$ cat src/rtl/dmem_access_ctrl.sv
// ----------------------------------------------------------------------------
// dmem_access_ctrl
//  Sequences a single load or store between the core datapath and data memory
//  over a req/gnt/rvalid bus. Store data is shifted into its byte lanes and
//  byte enables are derived from the access width and address offset. Load
//  data is returned shifted down to bit 0; sign/zero extension happens in a
//  later format stage. Misaligned/illegal accesses are rejected without any
//  bus activity, and a bus that never grants or answers is aborted after
//  TIMEOUT_CYCLES cycles (0 disables the timeout).
//
// Ports
//  clk, rst_n        clock (rising edge), asynchronous active-low reset
//  req_valid_in      core request; accepted only while req_ready_out (IDLE)
//  req_ready_out     high in IDLE
//  we_in             1 = store, 0 = load
//  func3_in          RV32 width code: 0 B, 1 H, 2 W, 4 BU, 5 HU
//  addr_in           byte address
//  wdata_in          right-aligned store data
//  rsp_valid_out     one-cycle completion pulse
//  rdata_out         load data shifted to bit 0 (0 for stores and errors)
//  misalign_err_out  misaligned/illegal access, qualified by rsp_valid_out
//  timeout_err_out   bus timeout, qualified by rsp_valid_out
//  mem_req_out       bus request (REQ state)
//  mem_gnt_in        bus grant
//  mem_we_out        bus write enable
//  mem_addr_out      word-aligned bus address
//  mem_be_out        byte enables
//  mem_wdata_out     lane-shifted store data
//  mem_rvalid_in     read data valid / write acknowledge
//  mem_rdata_in      read data word
// ----------------------------------------------------------------------------
module dmem_access_ctrl #(
  parameter int ARCH           = 32,
  parameter int ADDR_WIDTH     = 32,
  parameter int TIMEOUT_CYCLES = 255
) (
  input  logic                  clk,
  input  logic                  rst_n,
  input  logic                  req_valid_in,
  output logic                  req_ready_out,
  input  logic                  we_in,
  input  logic [2:0]            func3_in,
  input  logic [ADDR_WIDTH-1:0] addr_in,
  input  logic [ARCH-1:0]       wdata_in,
  output logic                  rsp_valid_out,
  output logic [ARCH-1:0]       rdata_out,
  output logic                  misalign_err_out,
  output logic                  timeout_err_out,
  output logic                  mem_req_out,
  input  logic                  mem_gnt_in,
  output logic                  mem_we_out,
  output logic [ADDR_WIDTH-1:0] mem_addr_out,
  output logic [ARCH/8-1:0]     mem_be_out,
  output logic [ARCH-1:0]       mem_wdata_out,
  input  logic                  mem_rvalid_in,
  input  logic [ARCH-1:0]       mem_rdata_in
);

  localparam int BE_W  = ARCH / 8;
  localparam int OFF_W = $clog2(BE_W);
  localparam int CNT_W = (TIMEOUT_CYCLES > 1) ? $clog2(TIMEOUT_CYCLES) : 1;
  localparam logic [CNT_W-1:0] CNT_LAST =
    CNT_W'((TIMEOUT_CYCLES > 0) ? TIMEOUT_CYCLES - 1 : 0);

  localparam logic [1:0] S_IDLE = 2'd0;
  localparam logic [1:0] S_REQ  = 2'd1;
  localparam logic [1:0] S_WAIT = 2'd2;
  localparam logic [1:0] S_RESP = 2'd3;

  logic [1:0]            r_state;
  logic [CNT_W-1:0]      r_cnt;
  logic                  r_we;
  logic [1:0]            r_size;
  logic [ADDR_WIDTH-1:0] r_addr;
  logic [ARCH-1:0]       r_wdata;
  logic                  r_rsp_valid;
  logic [ARCH-1:0]       r_rdata;
  logic                  r_misalign;
  logic                  r_timeout;

  logic                  w_bad;
  logic                  w_in_req;
  logic                  w_expire;
  logic [OFF_W+2:0]      w_shift;
  logic [BE_W-1:0]       w_be;

  // Only size codes 0/1/2 (plus unsigned 4/5 for loads) exist; stores have
  // no unsigned variant, and H/W must sit on their natural boundary.
  always_comb begin
    w_bad = 1'b0;
    case (func3_in)
      3'd0:    w_bad = 1'b0;
      3'd1:    w_bad = addr_in[0];
      3'd2:    w_bad = (addr_in[OFF_W-1:0] != '0);
      3'd4:    w_bad = we_in;
      3'd5:    w_bad = we_in | addr_in[0];
      default: w_bad = 1'b1;
    endcase
  end

  // Lane offset in bits, shared by the store and load shifters.
  assign w_shift = {r_addr[OFF_W-1:0], 3'b000};

  always_comb begin
    w_be = '0;
    case (r_size)
      2'd0:    w_be = BE_W'(1) << r_addr[OFF_W-1:0];
      2'd1:    w_be = BE_W'(3) << r_addr[OFF_W-1:0];
      default: w_be = '1;
    endcase
  end

  // Timeout fires on the last allowed cycle only when no exit event arrives,
  // so a grant/rvalid on that same cycle still wins.
  assign w_expire = (TIMEOUT_CYCLES != 0) && (r_cnt == CNT_LAST);
  assign w_in_req = (r_state == S_REQ);

  always_ff @(posedge clk or negedge rst_n) begin
    if (!rst_n) begin
      r_state     <= S_IDLE;
      r_cnt       <= '0;
      r_we        <= 1'b0;
      r_size      <= 2'd0;
      r_addr      <= '0;
      r_wdata     <= '0;
      r_rsp_valid <= 1'b0;
      r_rdata     <= '0;
      r_misalign  <= 1'b0;
      r_timeout   <= 1'b0;
    end else begin
      // Response outputs are zero everywhere except the single RESP cycle.
      r_rsp_valid <= 1'b0;
      r_rdata     <= '0;
      r_misalign  <= 1'b0;
      r_timeout   <= 1'b0;
      case (r_state)
        S_IDLE: begin
          if (req_valid_in) begin
            r_we    <= we_in;
            r_size  <= func3_in[1:0];
            r_addr  <= addr_in;
            r_wdata <= wdata_in;
            if (w_bad) begin
              r_state     <= S_RESP;
              r_rsp_valid <= 1'b1;
              r_misalign  <= 1'b1;
            end else begin
              r_state <= S_REQ;
              r_cnt   <= '0;
            end
          end
        end
        S_REQ: begin
          if (mem_gnt_in) begin
            r_state <= S_WAIT;
          end else if (w_expire) begin
            r_state     <= S_RESP;
            r_rsp_valid <= 1'b1;
            r_timeout   <= 1'b1;
          end else begin
            r_cnt <= r_cnt + CNT_W'(1);
          end
        end
        S_WAIT: begin
          if (mem_rvalid_in) begin
            r_state     <= S_RESP;
            r_rsp_valid <= 1'b1;
            r_rdata     <= r_we ? '0 : (mem_rdata_in >> w_shift);
          end else if (w_expire) begin
            r_state     <= S_RESP;
            r_rsp_valid <= 1'b1;
            r_timeout   <= 1'b1;
          end else begin
            r_cnt <= r_cnt + CNT_W'(1);
          end
        end
        default: begin
          r_state <= S_IDLE;
        end
      endcase
    end
  end

  assign req_ready_out    = (r_state == S_IDLE);
  assign rsp_valid_out    = r_rsp_valid;
  assign rdata_out        = r_rdata;
  assign misalign_err_out = r_misalign;
  assign timeout_err_out  = r_timeout;

  // Bus fields are driven only while requesting so idle/reset show all zeros.
  assign mem_req_out   = w_in_req;
  assign mem_we_out    = w_in_req & r_we;
  assign mem_addr_out  = w_in_req ? {r_addr[ADDR_WIDTH-1:OFF_W], {OFF_W{1'b0}}} : '0;
  assign mem_be_out    = w_in_req ? w_be : '0;
  assign mem_wdata_out = w_in_req ? (r_wdata << w_shift) : '0;

endmodule
$ cat config.mk
export PLATFORM = sky130hd
export DESIGN_NAME = dmem_access_ctrl
export DESIGN_NICKNAME = d
export VERILOG_FILES = /design/src/rtl/dmem_access_ctrl.sv
export SDC_FILE = /design/constraint.sdc
export NUM_CORES = 1
export LEC_CHECK = 0
export CAP_MARGIN = 10
export CORE_UTILIZATION = 40
export CTS_BUF_LIST = sky130_fd_sc_hd__clkbuf_4 sky130_fd_sc_hd__clkbuf_8 sky130_fd_sc_hd__clkbuf_16
export DETAILED_ROUTE_END_ITERATION = 16
export PLACE_DENSITY_LB_ADDON = 0.08
export SLEW_MARGIN = 20
export SYNTH_ARGS = -nofsm -noshare
export SYNTH_HDL_FRONTEND = slang
export SYNTH_SLANG_ARGS = --single-unit
$ cat constraint.sdc
create_clock -name clk -period 4.1 [get_ports clk]
set_clock_uncertainty 0.15 [all_clocks]
set_input_delay 0.41 -clock clk [delete_from_list [all_inputs] [get_ports clk]]
set_output_delay 0.41 -clock clk [all_outputs]
set_load 0.01 [all_outputs]
* Word-level counts from Yosys, hierarchy flattened
Index checks and enable logic that the tools add are counted.
Storage, ports and cells: logic and storage cells 65, bits of input ports 105, register bits after elaboration 112
Operators by class: reductions and logical operators 7, add/sub/neg operators 1, bitwise operators 2, equal/unequal tests 12, shift operators 4, mux-type cells 29
Operator list (count):
- 2-to-1 mux 32 bit | 5
- 2-to-1 mux 8 bit | 5
- left shift 32 x 5 -> 32 bit | 1
- right shift 32 x 5 -> 32 bit | 1
- one-hot mux 8 bit (3 select lines) | 1
- 2-to-1 mux 2 bit | 5
- adder 8 x 1 -> 8 bit, second input constant | 1
- equality test 8 bit, second input constant | 1
- != test 2 bit, second input constant | 4
- one-hot mux 4 bit (2 select lines) | 1
- 2-to-1 mux 1 bit | 7
- equality test 3 bit, second input constant | 2
- one-hot mux 2 bit (3 select lines) | 1
- one-hot mux 1 bit (5 select lines) | 1
- AND reduction 5 bit | 1
- equality test 2 x 1 -> 1 bit, second input constant | 2
- logical NOT 2 bit | 2
- 2-to-1 mux 4 bit | 1
- left shift 1 x 2 -> 4 bit, first input constant | 1
- left shift 2 x 2 -> 4 bit, first input constant | 1
- equality test 3 x 1 -> 1 bit, second input constant | 1
- equality test 3 x 2 -> 1 bit, second input constant | 1
- logical NOT 3 bit | 1
- one-hot mux 1 bit (3 select lines) | 1
- 7 further kinds | 7

* Logic depth before layout (Yosys ltp)
Gate-level depths: netlist of the first run.
word-level depth 5, depth in mapped cells 8

* Least setup slack after synthesis of the first run
No wires, ideal clock.
path kind reg-to-output, from register r_state[1], to output port mem_wdata_out[0], path slack 1.987 ns, buffers on the path 2, stages on the path, launching flop included 8, arrival time 1.553 ns, cell sequence dfrtp_1 -> inv_1 -> ha_1 -> buf_6 -> nand2b_1 -> clkbuf_1 -> nor2_1 -> and2_1
On the way: word-level cells in the longest chain between the ends 2
RTL lines:
- from (decl) | RTL line 70 | logic [1:0] r_state;
- from (signal assigned) | RTL line 120 | r_state <= S_IDLE;
- from (signal assigned) | RTL line 144 | r_state <= S_RESP;
- from (signal assigned) | RTL line 148 | r_state <= S_REQ;
- equality test 2 x 1 -> 1 bit | RTL line 116 | assign w_in_req = (r_state == S_REQ);
- named net mem_req_out | RTL line 49 | output logic mem_req_out,
- 2-to-1 mux 32 bit | RTL line 195 | assign mem_wdata_out = w_in_req ? (r_wdata << w_shift) : '0;
- to (decl) | RTL line 54 | output logic [ARCH-1:0] mem_wdata_out,
The timed path passes the listed nets, and every way through them passes these cells.

* Final worst setup path of the first run
from register r_state[1], to output port mem_wdata_out[3]
On the way: word-level cells in the longest chain between the ends 2
RTL lines (RTL line):
- equality test 2 x 1 -> 1 bit | 116
- 2-to-1 mux 32 bit | 195
Every way passes these cells.

==> results of run 1 <==
==> flip-flops by register name, summed over array words and instances, names as in the netlist <==
register,cells
timeout_err_out,1
r_cnt,8
r_wdata,32
rsp_valid_out,1
r_size,2
rdata_out,32
misalign_err_out,1
r_we,1
r_state,2
r_addr,32
==> final timing paths <==
path,from,end
setup / recovery,r_state[1],mem_wdata_out[3]
hold / removal,rst_n,rdata_out[7]
setup reg to reg,r_state[1],r_cnt[1]
hold reg to reg,r_wdata[24],r_wdata[24]
max in group asynchronous,rst_n,r_addr[21]
min in group clk,r_wdata[24],r_wdata[24]
==> cell families (layout without fill, tap and decap cells) <==
| family | Yosys count | count (layout) | share of synthesized area [%] |
|---|---|---|---|
| compound gates | 72 | 72 | 9.13 |
| fa+ha+maj | 8 | 8 | 1.79 |
| buf+inv | 42 | 235 | 3.40 |
| flops | 112 | 112 | 50.1 |
| mux | 107 | 107 | 20.8 |
| other cells | 1 | 2 | 0.0670 |
| simple gates | 161 | 161 | 14.7 |
==> area by class of cell <==
class,count,area (um^2)
flip-flops and latches,112,2810
repair buffers,213,2130
well taps,176,220
clock buffers,12,254
fillers,1181,5390
inverters,7,26.3
multi-input cells,350,2610
clock inverters,3,18.8
==> cell usage in the layout (no fill, tap or decap), drive strengths merged, types with 2 or more instances in the layout <==
master	synthesis	routed
nand2	29	29
inv	7	7
a2bb2oi	2	2
conb	1	2
clkbuf	15	12
o21ai	15	15
a21oi	12	12
o311ai	2	2
buf	19	6
nand2b	2	2
nor2	43	43
dfrtp	112	112
clkinv	0	3
clkdlybuf4s50	0	207
ha	8	8
or2	3	3
and3	3	3
a211oi	17	17
and2	55	55
mux2i	32	32
o22ai	2	2
o21a	2	2
o22a	2	2
nand3	9	9
nor2b	11	11
mux2	75	75
o211a	8	8
o2111ai	2	2
==> report_power, final <==
group          internal, mW  switching (mW)  total [mW]
clock                 0.438           0.378       0.816
combinational          1.31            1.15        2.46
sequential             1.52           0.312        1.83
==> worst register-to-register path, delay by kind of cell (launching register included) <==
kind            cells  cell delay, ns
flops               1            0.45
simple gates        1            0.43
compound gates      3            0.96
fa+ha+maj           1            0.19
buf+inv             2            0.39
==> metal layers <==
| metal | part of all wire (%) | vias to the layer above |
|---|---|---|
| met2 | 47 | 171 |
| met4 | 2.3 | 0 |
| met1 | 43 | 2176 |
| li1 | - | 2112 |
| met5 | 0 | - |
| met3 | 8.0 | 22 |
==> per-stage QoR <==
step           cells  area [um^2]  hold WS, ns  total power [mW]
3_3_place_gp     858         7790        0.319              4.26
2_1_floorplan    504         5600      -0.0356              3.34
6_report         873         8070       0.0116              5.11
4_1_cts          873         8070       0.0538              5.17
3_5_place_dp     858         7790        0.329              4.33
5_1_grt          873         8070       0.0952              5.48
==> flow_summary.ini, run 1 <==
[outcome]
status = finished, final reports clean

[detailed_routing]
viasPerCell = 5.13
drt-total-wl_um = 14700
vias = 4481
drc = 0
first_iter_violations = 254
first_pass_iters = 6
wire_per_inst_um = 16.9
antenna_left = 0

[timing]
worst-slew-pin-transition_ns = 0.918
rsz0062_at_grt = no
tns_ns = 0
fin_crit_ns = 3.29
slew_viol_final = 0
final-hold-violation-count = 0
setup_violations = 0
worst_slack_ns = 0.808
fmax_mhz = 304
relSlewSlack_pct = 38.8
period_share_pct = 80.3

[cts]
htree_levels = 3
cts_resized = 0
root_buffer = clkbuf_16
ctsHoldBuffers = 0
clock-sinks = 112
cts_tree = yes
numCtsBuffers = 9
clkLatencyLatePin_ns = 0.35
cts_buffer_depth = 2
clkTransAtPathRegs_ns = 0.07
post_cts_buffers = 0

[pwr]
p_per_area_mw_per_mm2 = 633
power_leakage_nw = 3.50
peakVddDrop_v = 0.000281

[hold_path]
hp-class = in2async

[final_layout]
drive_above_1_share_pct = 11.5
utilization_pct = 60.0
fin_nets = 806
syn2layout_area_growth_pct = 44.3
n_antenna_cell = 0

[synth]
syn_avg_cell_area_um2 = 11.1
ys_ff_latch = 112
yosysMostFrequentCell = dfrtp_1
netlist_instances = 503
synth.top_cell.area_share_pct = 50.1
synth-edff-count = 0
synth_ff_type = dfrtp_1
synth-seq-area-share_pct = 50.1
synth.top_cells.by_count = 112 x dfrtp_1, 55 x and2_1, 52 x mux2_2
synth_cell_types = 48
yosys.area.top_type = dfrtp_1
netlist_area_mm2 = 0.00559
synth_warnings = 0
async_flop_share_pct = 100
synth_area_leaders = dfrtp_1 50%, mux2_2 10%, and2_1 6.2%, mux2i_1 5.7%, mux2_1 4.6%

[global_routing]
grt_use_met2_pct = 34.3
grt.total_usage_pct = 21.3
grt_max_degree = 69
grt-ovfl-total = 0
use_met1_pct = 27.3
grt_pass1_vias = 4556
busiest_layer = met2
use_met3_pct = 5.24
antenna_found_initial = 0
grt_pass1_wl_um = 23600

[flow_run]
cap_viol_max_count = 0

[critical_path]
ff2ff_setup_slack_ns = 1.42
critPathKind = reg2out
cp_data_required_time_ns = 3.54
reg2reg_depth = 7
cp_slowest_cell = nor2_1
cp.depth = 6
startpoint_type = flip-flop
critPathBufInv = 2
cp_max_fo = 9
max_stage_delay_ns = 0.63
worstSetupEndpointType = output pin
cp_top_family = simple AND/OR/NAND/NOR gates
crit_arrival_ns = 2.73
path_cells = inv_1 -> ha_2 -> nand2b_1 -> nor2_1 -> and2_1 -> clkdlybuf4s50_1

[floorplan]
dieHeight_um = 120
start_util_pct = 41.6
ios = 211
num_rows = 42
dieArea_mm2 = 0.0145
fp.dieW_um = 120
core-area_mm2 = 0.0135

[placement]
dp.final_hpwl_um = 10500
finalWeightedCongestion = 0.842
pre_cts_ws_ns = 1.12
port_buffers = 208
No activity file was read; power rests on OpenSTA's default activity.
==> run 2, diff against run 1 <==
clock period = 3.3 ns   (was 4.1 ns; I/O delays follow)
==> flow_summary.ini, run 2 (synthesis gave the netlist of run 1 again) <==
[pwr]
p_per_area_mw_per_mm2 = 796
clockPowerShare_pct = 17.0
peakVddDrop_v = 0.000397
p_switching_mw = 2.32
switching_share_pct = 35.8
power_leakage_nw = 3.53
internal_power_mw = 4.15
power_frac_comb_pct = 47.7
pwr-share-seq_pct = 35.4

[critical_path]
crit_arrival_ns = 2.47
critPathLaunch = r_state[1]
startpoint_type = flip-flop
r2r_start = r_state[1]
worstSetupEndpointType = output pin
cp_data_required_time_ns = 2.82
cp_max_fo = 9
critPathKind = reg2out

[final_layout]
final_common_cell = clkdlybuf4s50_1
final_cell_mix = 207 x clkdlybuf4s50_1, 110 x dfrtp_1, 55 x and2_1, 52 x mux2_2, 42 x nor2_1
fin_nets = 810
final_area_mm2 = 0.00813
multiInputGateArea_mm2 = 0.00261
drive_above_1_share_pct = 12.0
syn2layout_area_growth_pct = 45.3
fillCellCount = 1174
regArea_mm2 = 0.00281
n_antenna_cell = 0

[cts]
numCtsBuffers = 9
cts_resized = 0
cts_buffer_depth = 2
ctsHoldBuffers = 1
root_buffer = clkbuf_16
clock-sinks = 112
clkTransAtPathRegs_ns = 0.07
post_cts_buffers = 0
cts_tree = yes
clkLatencyLatePin_ns = 0.34
htree_levels = 3

[detailed_routing]
vias = 4497
drc = 0
antenna_left = 0
viasPerCell = 5.12
wire_per_inst_um = 16.9
first_pass_iters = 4
drt-total-wl_um = 14900
first_iter_violations = 282

[timing]
rsz0062_at_grt = no
slew_viol_final = 0
tns_ns = 0
relSlewSlack_pct = 36.3
fin_crit_ns = 2.95
setup_violations = 0
worst-slew-pin-transition_ns = 0.955
period_share_pct = 89.2
fmax_mhz = 340
final-hold-violation-count = 0

[global_routing]
grt.total_usage_pct = 20.9
grt_pass1_wl_um = 23600
antenna_found_initial = 0
grt_pass1_vias = 4642
grt-ovfl-total = 0
grt_max_degree = 69

[floorplan]
dieArea_mm2 = 0.0145
ios = 211
start_util_pct = 41.6
num_rows = 42
fp.dieW_um = 120
core-area_mm2 = 0.0135
dieHeight_um = 120

[hold_path]
hp-class = reg2reg
hp-start = r_wdata[27]

[placement]
finalWeightedCongestion = 0.857
port_buffers = 208
placed_cell_area_mm2 = 0.00782
dp.final_hpwl_um = 10500

[outcome]
status = finished, final reports clean

[flow_run]
cap_viol_max_count = 0
==> run 2: final timing paths <==
kind / endpoint / slack (ns) / cells past startpoint
worst max-delay path: mem_wdata_out[1] / 0.35 / 6
worst min-delay path: r_wdata[27] / 0.34 / 1
worst max register to register: r_cnt[5] / 0.71 / 7
worst min register to register: r_wdata[27] / 0.34 / 1
max in group asynchronous: r_addr[1] / 1.76 / 3
min in group asynchronous: rdata_out[31] / 0.44 / 2
==> run 2: final cells by class <==
type                    count  share of cell area, %
flip-flops and latches    112                   34.5
clock buffers              13                   3.14
multi-input cells         350                   32.2
inverters                   7                  0.323
well taps                 176                   2.71
repair buffers            217                   26.6
clock inverters             3                  0.524
==> run 2: power groups by stage <==
stage | sequential [mW] | clock, mW | combinational [mW]
floorplan | 2.15 | 0 | 2.00
global placement | 2.28 | 0 | 3.02
detailed placement | 2.31 | 0 | 3.11
CTS | 2.29 | 1.13 | 3.12
global route | 2.36 | 1.18 | 3.36
finish | 2.29 | 1.10 | 3.08
==> run 2: per-layer routing <==
| layer | wire [um] | vias up | track usage [%] |
|---|---|---|---|
| met5 | 0 | - | 0 |
| met4 | 384 | 0 | 9.10 |
| met3 | 1090 | 25 | 5.38 |
| li1 | - | 2117 | - |
| met1 | 6500 | 2183 | 26.4 |
| met2 | 6890 | 172 | 34.0 |
==> run 2: through the flow <==
| stage | setup slack [ns] | util, % | instances | power [mW] | hold slack [ns] |
|---|---|---|---|---|---|
| floorplan | 1.27 | - | 504 | 4.15 | -0.116 |
| global placement | 0.764 | 58.1 | 861 | 5.31 | 0.298 |
| detailed placement | 0.707 | 58.1 | 861 | 5.41 | 0.303 |
| CTS | 0.326 | 60.4 | 878 | 6.54 | 0.346 |
| global route | 0.209 | 60.4 | 878 | 6.90 | 0.356 |
| finish | 0.355 | 60.4 | 878 | 6.47 | 0.344 |
==> run 2: worst max-delay path, cell delays in order (launching register included) <==
cell	delay [ns]
dfrtp_1	0.45
inv_1	0.11
ha_2	0.17
nand2b_1	0.07
nor2_1	0.55
and2_1	0.23
clkdlybuf4s50_1	0.53
